### src/rtl/cpu_pkg.sv
// Shared CPU types and constants used by the fetch stage and its queue.
//   inst_t        : 16-bit instruction word
//   pc_t          : 16-bit word address
//   NOP_INST      : word presented when no real instruction is available
//   fetch_state_e : fetch controller state
package cpu_pkg;

  typedef logic [15:0] inst_t;
  typedef logic [15:0] pc_t;

  localparam inst_t NOP_INST = 16'hF000;

  typedef enum logic {
    RUN    = 1'b0,
    HALTED = 1'b1
  } fetch_state_e;

endpackage

### src/rtl/fetch_queue.sv
// Small FIFO of {instruction, PC+1} entries feeding the IF/ID register.
// Ports:
//   clk, rst_n            : clock, async active-low reset
//   flush                 : empty the queue (wins over push/pop)
//   push, push_inst/pc    : write one entry at the tail
//   pop                   : retire the head entry
//   head_valid/inst/pc    : combinational view of the head entry
//   count                 : current occupancy (0..QDEPTH)
module fetch_queue
  import cpu_pkg::*;
#(
  parameter  int QDEPTH = 2,
  localparam int CW     = $clog2(QDEPTH + 1)
) (
  input  logic          clk,
  input  logic          rst_n,
  input  logic          flush,
  input  logic          push,
  input  inst_t         push_inst,
  input  pc_t           push_pc,
  input  logic          pop,
  output logic          head_valid,
  output inst_t         head_inst,
  output pc_t           head_pc,
  output logic [CW-1:0] count
);

  localparam int AW = (QDEPTH > 1) ? $clog2(QDEPTH) : 1;

  typedef struct packed {
    inst_t inst;
    pc_t   pc;
  } entry_t;

  entry_t        mem_q [QDEPTH];
  entry_t        mem_d [QDEPTH];
  logic [AW-1:0] rd_ptr_q, rd_ptr_d;
  logic [AW-1:0] wr_ptr_q, wr_ptr_d;
  logic [CW-1:0] count_q, count_d;
  logic          pop_ok, push_ok;

  // Pointers wrap explicitly so non-power-of-two depths work.
  function automatic logic [AW-1:0] ptr_inc(input logic [AW-1:0] p);
    return (p == AW'(QDEPTH - 1)) ? '0 : p + AW'(1);
  endfunction

  always_comb begin
    mem_d    = mem_q;
    rd_ptr_d = rd_ptr_q;
    wr_ptr_d = wr_ptr_q;
    count_d  = count_q;
    pop_ok   = pop && (count_q != '0);
    push_ok  = push && ((count_q != CW'(QDEPTH)) || pop_ok);
    if (flush) begin
      rd_ptr_d = '0;
      wr_ptr_d = '0;
      count_d  = '0;
    end else begin
      if (push_ok) begin
        mem_d[wr_ptr_q] = '{inst: push_inst, pc: push_pc};
        wr_ptr_d        = ptr_inc(wr_ptr_q);
      end
      if (pop_ok) begin
        rd_ptr_d = ptr_inc(rd_ptr_q);
      end
      if (push_ok && !pop_ok) begin
        count_d = count_q + CW'(1);
      end else if (!push_ok && pop_ok) begin
        count_d = count_q - CW'(1);
      end
    end
  end

  always_ff @(posedge clk or negedge rst_n) begin
    if (!rst_n) begin
      for (int i = 0; i < QDEPTH; i++) begin
        mem_q[i] <= '0;
      end
      rd_ptr_q <= '0;
      wr_ptr_q <= '0;
      count_q  <= '0;
    end else begin
      mem_q    <= mem_d;
      rd_ptr_q <= rd_ptr_d;
      wr_ptr_q <= wr_ptr_d;
      count_q  <= count_d;
    end
  end

  assign head_valid = (count_q != '0);
  assign head_inst  = mem_q[rd_ptr_q].inst;
  assign head_pc    = mem_q[rd_ptr_q].pc;
  assign count      = count_q;

endmodule

### src/rtl/fetch_stage.sv
// Instruction-fetch stage in front of the IF/ID register. Owns the PC,
// issues word reads over a valid/ready handshake, buffers returned words
// and presents one instruction (with its PC+1) per cycle.
//
//   state  | meaning
//   -------+-----------------------------------------------------------
//   RUN    | fetching; requests issued while credit remains
//   HALTED | HLT seen; no requests, in-flight data drained and dropped
//
// Ports:
//   clk, rst_n          : clock, async active-low reset
//   hazard              : IF/ID stall, head is held
//   redirect/_pc        : flush and refetch from redirect_pc
//   halt                : stop fetching permanently (until reset)
//   imem_req/addr/rdy   : request channel (accepted on req && rdy)
//   imem_rvalid/rdata   : in-order read data
//   instruction/PC_out  : to IF/ID; inst_valid marks a real instruction
module fetch_stage
  import cpu_pkg::*;
#(
  parameter int    QDEPTH   = 2,
  parameter pc_t   RESET_PC = 16'h0000,
  parameter inst_t NOP_INST = 16'hF000
) (
  input  logic  clk,
  input  logic  rst_n,
  input  logic  hazard,
  input  logic  redirect,
  input  pc_t   redirect_pc,
  input  logic  halt,
  output logic  imem_req,
  output pc_t   imem_addr,
  input  logic  imem_rdy,
  input  logic  imem_rvalid,
  input  inst_t imem_rdata,
  output inst_t instruction,
  output pc_t   PC_out,
  output logic  inst_valid
);

  localparam int CW = $clog2(QDEPTH + 1);

  fetch_state_e  state_q, state_d;
  pc_t           pc_q, pc_d;
  pc_t           resp_pc_q, resp_pc_d;
  pc_t           pc_out_q, pc_out_d;
  logic [CW-1:0] outst_q, outst_d;
  logic [CW-1:0] drop_q, drop_d;

  logic          q_head_valid;
  inst_t         q_head_inst;
  pc_t           q_head_pc;
  logic [CW-1:0] q_count;

  logic          running;
  logic          fetch_en;
  logic          flush;
  logic          pop;
  logic          push;
  logic          accept;
  logic [CW:0]   credit_used;

  always_comb begin
    // rst_n gates the request so nothing is asserted while in reset.
    running  = rst_n && (state_q == RUN);
    fetch_en = running && !halt && !redirect;
    flush    = running && (halt || redirect);

    inst_valid  = fetch_en && q_head_valid;
    instruction = inst_valid ? q_head_inst : NOP_INST;
    PC_out      = inst_valid ? q_head_pc : pc_out_q;
    pop         = inst_valid && !hazard;

    // Credit counts the slot freed by this cycle's pop so a 1-cycle memory
    // sustains one instruction per cycle with only QDEPTH entries.
    credit_used = (CW+1)'(outst_q) + (CW+1)'(q_count) - (CW+1)'(pop);
    imem_req    = fetch_en && (credit_used < (CW+1)'(QDEPTH));
    imem_addr   = pc_q;
    accept      = imem_req && imem_rdy;

    push = imem_rvalid && fetch_en && (drop_q == '0);

    state_d   = state_q;
    pc_d      = pc_q;
    resp_pc_d = resp_pc_q;
    pc_out_d  = PC_out;
    outst_d   = outst_q + CW'(accept) - CW'(imem_rvalid);
    drop_d    = drop_q;

    if (flush) begin
      // Everything still in flight is stale; a response landing this
      // cycle is discarded by the flush itself.
      drop_d = outst_q - CW'(imem_rvalid);
    end else if (imem_rvalid && (drop_q != '0)) begin
      drop_d = drop_q - CW'(1);
    end

    if (running && halt) begin
      state_d = HALTED;
    end else if (running && redirect) begin
      pc_d      = redirect_pc;
      resp_pc_d = redirect_pc;
    end else begin
      if (accept) begin
        pc_d = pc_q + 16'd1;
      end
      if (push) begin
        resp_pc_d = resp_pc_q + 16'd1;
      end
    end
  end

  // resp_pc_q is the address of the next response that will be kept, so
  // each pushed entry carries the PC+1 of the word it holds.
  fetch_queue #(
    .QDEPTH(QDEPTH)
  ) u_queue (
    .clk       (clk),
    .rst_n     (rst_n),
    .flush     (flush),
    .push      (push),
    .push_inst (imem_rdata),
    .push_pc   (resp_pc_q + 16'd1),
    .pop       (pop),
    .head_valid(q_head_valid),
    .head_inst (q_head_inst),
    .head_pc   (q_head_pc),
    .count     (q_count)
  );

  always_ff @(posedge clk or negedge rst_n) begin
    if (!rst_n) begin
      state_q   <= RUN;
      pc_q      <= RESET_PC;
      resp_pc_q <= RESET_PC;
      pc_out_q  <= RESET_PC + 16'd1;
      outst_q   <= '0;
      drop_q    <= '0;
    end else begin
      state_q   <= state_d;
      pc_q      <= pc_d;
      resp_pc_q <= resp_pc_d;
      pc_out_q  <= pc_out_d;
      outst_q   <= outst_d;
      drop_q    <= drop_d;
    end
  end

endmodule

### config.mk
export PLATFORM = sky130hd
export DESIGN_NAME = fetch_stage
export DESIGN_NICKNAME = d
export VERILOG_FILES = /design/src/rtl/cpu_pkg.sv /design/src/rtl/fetch_queue.sv /design/src/rtl/fetch_stage.sv
export SDC_FILE = /design/constraint.sdc
export NUM_CORES = 1
export LEC_CHECK = 0
export BUFFER_PORTS_ARGS = -buffer_cell sky130_fd_sc_hd__buf_2
export CORE_ASPECT_RATIO = 0.7
export CORE_UTILIZATION = 61
export DETAILED_ROUTE_END_ITERATION = 8
export PLACE_DENSITY = 0.9
export SETUP_SLACK_MARGIN = 0.05
export SLEW_MARGIN = 20
export SYNTH_ARGS = -nofsm -noshare
export SYNTH_HDL_FRONTEND = slang
export SYNTH_HIERARCHICAL = 1
export SYNTH_SLANG_ARGS = --single-unit
### constraint.sdc
create_clock -name clk -period 9.7 [get_ports clk]
set_input_delay 0.485 -clock clk [delete_from_list [all_inputs] [get_ports clk]]
set_output_delay 0.485 -clock clk [all_outputs]
set_load 0.005 [all_outputs]
==> results of run 1 <==
-- through the flow --
stage,setup slack (ps),std cells,util (%),area (sq um),power [mW]
after floorplan,6014,544,-,6471,0.6425
after CTS,5128,765,72.64,7495,1.316
after global routing,4890,765,72.73,7503,1.360
final,5162,765,72.73,7503,1.315
after detailed placement,4980,734,66.95,6908,0.6959
after global placement,5127,734,66.95,6908,0.6856
-- flip-flops by register name (all words and copies together) (netlist names) --
register,count
resp_pc_q,16
pc_out_q,16
outst_q,2
drop_q,2
u_queue/count,2
imem_addr,16
u_queue/rd_ptr_q,1
u_queue/wr_ptr_q,1
u_queue/mem_q,64
state_q,1
-- worst paths after layout --
check                              start                 to  slack, ps  depth (start not counted)
setup / recovery                   rst_n           imem_req       5160                         11
hold / removal                     rst_n          drop_q[1]         60                          1
setup reg to reg                 state_q       imem_addr[4]       5380                         12
hold reg to reg              pc_out_q[5]        pc_out_q[5]        490                          1
max in group asynchronous          rst_n       pc_out_q[11]       8500                          2
min in group clk           imem_rdata[0]  u_queue/mem_q[48]        320                          2
-- power breakdown --
part,internal (mW),switching [mW]
logic,0.0618,0.0713
registers,0.531,0.0275
clock network,0.398,0.226
total,0.990,0.325
-- cells by family after synthesis --
logic type,after synthesis,synth area share [%]
mux,112,21.17
compound gates,105,11.89
buf+inv,48,4.118
xor+xnor,21,2.842
simple gates,128,11.31
fa+ha+maj,9,1.856
flops,121,46.81
-- critical path, cell delays in order --
cell and delay (ps):
buf_4 430, or3b_4 580, nor2_4 360, nand2_4 240, nor2_1 420, ha_1 330
nand2b_1 170, fa_1 390, xor2_1 280, and3_1 230, buf_2 120
-- area by class of cell --
class | instances | area share (%)
flip-flops and latches | 121 | 40.37
well taps | 132 | 2.201
multi-input cells | 375 | 42.45
inverters | 12 | 0.6003
clock buffers | 25 | 7.003
repair buffers | 94 | 6.553
clock inverters | 6 | 0.8171
-- per-layer routing --
layer,routed length (um),GRT usage (%)
met3,846,6.842
met4,379,11.75
met5,0,0
met2,7859,49.52
met1,6746,38.85
-- placed cells by master, fill, tap and decap left out, types with 12 or more instances in the layout --
cell	instances
o21ai_0	14
clkbuf_16	17
inv_1	12
nor2_1	14
mux2_2	81
mux2_4	29
xnor2_1	14
dfrtp_1	120
nand2_1	25
o22ai_1	13
and3_1	22
buf_2	87
a21oi_1	20
==> results.py, run 1 <==
metrics = {
    "detailed_routing": {
        "via_per_inst": 6.327,
        "drtIter0Drc": 429,
        "routedWlPerCell_um": 20.70,
        "wirelength_mm": 15.83,
        "dr.pass1.iters": 9,
        "vias": 4840,
        "ant_nets": 0,
        "drc_errors": 4,
    },
    "cts": {
        "cts_hold_buf": 0,
        "clk_path_buf_depth": 2,
        "cts_tree": "yes",
        "post_cts_resized": 0,
        "numCtsBuffers": 17,
        "clk_pin_slew_ps": 50,
        "htree_num_levels": 4,
        "clock_latency_ps": 420,
        "post_cts_buffers": 0,
        "cts_root_buf": "clkbuf_16",
        "clock-sinks": 121,
    },
    "worst_setup_path": {
        "worstPathArrival_ps": 4050,
        "cp-start-kind": "primary input",
        "crit_path_end_kind": "output port",
        "worstSetupPathType": "primary input to output port",
        "crit_required_ps": 9220,
        "cp_max_fo": 42,
    },
    "finish": {
        "layout.nets": 669,
        "fill_cells": 640,
        "num_antenna_cells": 0,
        "final-seq-area_sq_um": 3029,
        "multiInputGateArea_sq_um": 3186,
        "area.growth.synth_to_final_pct": 15.95,
        "drive_gt1_share_pct": 41.23,
    },
    "sta": {
        "finalSetupViolCount": 0,
        "maxSlewHeadroom_pct": 38.01,
        "fin_hold_ws_ps": 55.87,
        "period_minus_slack_ps": 4538,
        "hold_viol": 0,
        "max_freq_ghz": 0.2203,
        "finalMaxSlewViolations": 0,
        "tightestPinTransition_ps": 928.8,
        "period_share_pct": 46.79,
        "rsz0062_at_grt": "false",
        "fin_skew_ps": 14.43,
        "setup_tns_ps": 0,
    },
    "floorplanning": {
        "start_util_pct": 62.72,
        "die_area_sq_um": 11030,
        "row_count": 31,
        "core_area_sq_um": 10320,
        "io-pin-count": 89,
        "chipWidth_um": 125.1,
        "die-height_um": 88.18,
    },
    "synthesis": {
        "synth-seq-cells": 121,
        "avgSynthCellArea_sq_um": 11.90,
        "async_flop_share_pct": 100.0,
        "synth_nets": 592,
        "yosysMostFrequentCell": "dfrtp_1",
        "ys_types": 57,
        "syn_inst": 544,
        "synth_commonest_cells": "120 x dfrtp_1, 81 x mux2_2, 29 x mux2_4",
        "synth.largest_area_cell": "dfrtp_1",
        "synth_area_sq_um": 6471,
        "synth_area_leaders": "dfrtp_1 46%, mux2_2 14%, mux2_4 6.7%",
        "ys_warn_count": 6,
        "synthFlopType": "dfrtp_1",
        "synth_edf_count": 0,
        "synthDominantCellAreaShare_pct": 46.40,
        "yosysSeqAreaShare_pct": 46.81,
    },
    "worst_hold_path": {
        "hold_path.class": "primary input to asynchronous set/reset pin",
    },
    "outcome": {
        "violations": "DRC",
        "status": "finished with violations",
    },
    "flow_run": {
        "cap_viol_max_count": 0,
    },
    "placed_design": {
        "gp_congestion": 0.8612,
        "io_buffers": 88,
        "hpwl_mm": 9.713,
    },
    "global_route": {
        "antenna_found_initial": 0,
        "gr-total-overflow": 0,
        "grt_pass1_wl_mm": 25.07,
        "grt.total_usage_pct": 29.88,
        "grt_max_degree": 86,
        "first_global_vias": 4743,
    },
    "power": {
        "vdd_drop_max_mv": 0.1526,
        "power_density_nw_per_um2": 175.3,
        "leakage_nw": 3.804,
    },
}
Note: power is estimated with default switching activity, not from simulation.
==> run 2, diff against run 1 <==
--- a/config.mk
+++ b/config.mk
@@ -7,9 +7,9 @@
 export LEC_CHECK = 0
 export BUFFER_PORTS_ARGS = -buffer_cell sky130_fd_sc_hd__buf_2
 export CORE_ASPECT_RATIO = 0.7
-export CORE_UTILIZATION = 61
+export CORE_UTILIZATION = 58
 export DETAILED_ROUTE_END_ITERATION = 8
-export PLACE_DENSITY = 0.9
+export PLACE_DENSITY = 0.86
 export SETUP_SLACK_MARGIN = 0.05
 export SLEW_MARGIN = 20
 export SYNTH_ARGS = -nofsm -noshare
==> constraint.sdc (replaced) <==
create_clock -name clk -period 4.34 [get_ports clk]
set_input_delay 0.217 -clock clk [delete_from_list [all_inputs] [get_ports clk]]
set_output_delay 0.217 -clock clk [all_outputs]
set_load 0.005 [all_outputs]
==> run 2 against run 1 <==
The run now ends clean; wire length is 4.5% lower; first-iteration DRC count is 6.3% lower; sequential share of layout area down 0.22 points; global-route usage fell by 2.0 points; utilization down 1.4 points; critical path depth rose by 1; combinational power increased by 120%; critical path type is now flip-flop to flip-flop; largest power group unchanged.
==> results.py, run 2 (synthesized netlist as in run 1, its figures left out) <==
metrics = {
    "outcome": {
        "status": "finished clean",
    },
    "sta": {
        "rsz0062_at_grt": "false",
        "max_freq_ghz": 0.2493,
        "finalMaxSlewViolations": 0,
        "maxSlewHeadroom_pct": 38.98,
        "fin_skew_ps": 11.04,
        "finalSetupViolCount": 0,
        "setup_tns_ps": 0,
        "period_share_pct": 92.41,
        "hold_viol": 0,
        "period_minus_slack_ps": 4011,
        "tightestPinTransition_ps": 914.4,
    },
    "finish": {
        "final_common_cell": "dfrtp_1",
        "top_register": "u_queue/mem_q",
        "num_antenna_cells": 0,
        "stdcell_area_sq_um": 7548,
        "largest_reg_flops": 64,
        "drive_gt1_share_pct": 41.13,
        "final_cell_mix": "119 x dfrtp_1, 87 x buf_2, 81 x mux2_2",
        "area.growth.synth_to_final_pct": 16.65,
        "layout.nets": 673,
    },
    "cts": {
        "numCtsBuffers": 17,
        "clock-sinks": 121,
        "cts_tree": "yes",
        "cts_root_buf": "clkbuf_16",
        "htree_num_levels": 4,
        "clk_pin_slew_ps": 60,
        "clock_latency_ps": 420,
        "clk_path_buf_depth": 2,
        "post_cts_buffers": 0,
    },
    "floorplanning": {
        "chipWidth_um": 128.3,
        "row_count": 31,
        "core_area_sq_um": 10590,
        "start_util_pct": 61.11,
        "die_area_sq_um": 11590,
        "io-pin-count": 89,
        "die-height_um": 90.38,
    },
    "global_route": {
        "grt_pass1_wl_mm": 24.95,
        "antenna_found_initial": 0,
        "first_global_vias": 4849,
        "gr-total-overflow": 0,
        "grt.total_usage_pct": 27.91,
        "grt_max_degree": 74,
    },
    "detailed_routing": {
        "dr.pass1.iters": 5,
        "drtIter0Drc": 402,
        "via_per_inst": 6.152,
        "routedWlPerCell_um": 19.25,
        "wirelength_mm": 15.11,
        "ant_nets": 0,
        "drc_errors": 0,
        "vias": 4829,
    },
    "worst_setup_path": {
        "cp-start-kind": "flip-flop",
        "worstPathArrival_ps": 4270,
        "worstSetupPathType": "flip-flop to flip-flop",
        "cp_max_fo": 21,
        "crit_path_end_kind": "flip-flop",
        "crit_required_ps": 4600,
    },
    "power": {
        "power_density_nw_per_um2": 392.8,
        "leakage_nw": 3.818,
        "vdd_drop_max_mv": 0.2964,
    },
    "placed_design": {
        "place_area_sq_um": 6950,
        "gp_congestion": 0.8649,
        "hpwl_mm": 9.573,
        "io_buffers": 88,
    },
    "flow_run": {
        "cap_viol_max_count": 0,
    },
    "worst_hold_path": {
        "hold_path.class": "primary input to flip-flop",
    },
}
## run 2: changes by cell type in the layout (fill, tap and decap cells not counted), sizes merged
cell	change
buf	+3
clkbuf	-3
bufinv	+2
clkinv	+1
dlygate4sd3	+1
## run 2: stage by stage
stage	utilization [%]	worst slack, ps	std cells	hold WS, ps	total power [mW]
2_1_floorplan	-	719.2	544	-78.59	1.436
3_3_place_gp	65.64	643.0	753	361.4	1.533
3_5_place_dp	65.64	436.6	753	375.4	1.560
4_1_cts	71.28	402.2	785	39.75	2.971
5_1_grt	71.29	103.0	785	46.68	3.069
6_report	71.29	329.2	785	50.05	2.965
## run 2: where the power goes
part	switching [mW]	internal [mW]	leakage (nW)	total (mW)
Clock	0.492	0.924	0.290	1.42
Combinational	0.158	0.139	1.88	0.296
Sequential	0.0671	1.19	1.65	1.25
Total	0.716	2.25	3.82	2.97
## run 2: path summary, 6_finish.rpt
| path | start | to | slack (ps) | depth (start not counted) |
|---|---|---|---|---|
| max | state_q | imem_addr[15] | 330 | 12 |
| min reg2reg | pc_out_q[5] | pc_out_q[5] | 490 | 1 |
| max reg2reg | state_q | imem_addr[15] | 330 | 12 |
| min | halt | state_q | 50 | 2 |
| max in group asynchronous | rst_n | pc_out_q[6] | 2500 | 4 |
| min in group asynchronous | rst_n | outst_q[0] | 470 | 3 |
## run 2: repair_timing
action,4_1_cts,5_1_grt
endpoints found under the hold margin,48,0
hold buffers,1,0
resized for setup,0,0
## run 2: layout make-up
class                      count  area [sq um]
inverter                      12         45.04
clock inverter                 9         122.6
fill                         727          3040
timing repair buffer          98         520.5
multi-input combinational    375          3181
sequential                   121          3030
tap                          148         185.2
clock buffer                  22         464.2
## run 2: worst max-delay path, stage by stage (launching register included)
cell and delay, ps:
dfrtp_1 410, or3b_4 550, nor2_4 170, nand2_4 170, nor2_1 420, ha_1 320, nand2b_1 170, fa_1 390
xor2_1 250, a31oi_1 130, buf_4 220, nor2_1 490, a2bb2oi_1 160
## run 2: routing by layer
| metal | up-vias | part of all wire (%) | track usage [%] | routed length (um) |
|---|---|---|---|---|
| li1 | 2160 | - | - | - |
| met5 | - | 0 | 0 | 0 |
| met1 | 2407 | 43 | 38.66 | 6565 |
| met4 | 0 | 2.0 | 10.49 | 305 |
| met3 | 35 | 6.7 | 5.628 | 1014 |
| met2 | 227 | 48 | 43.38 | 7228 |
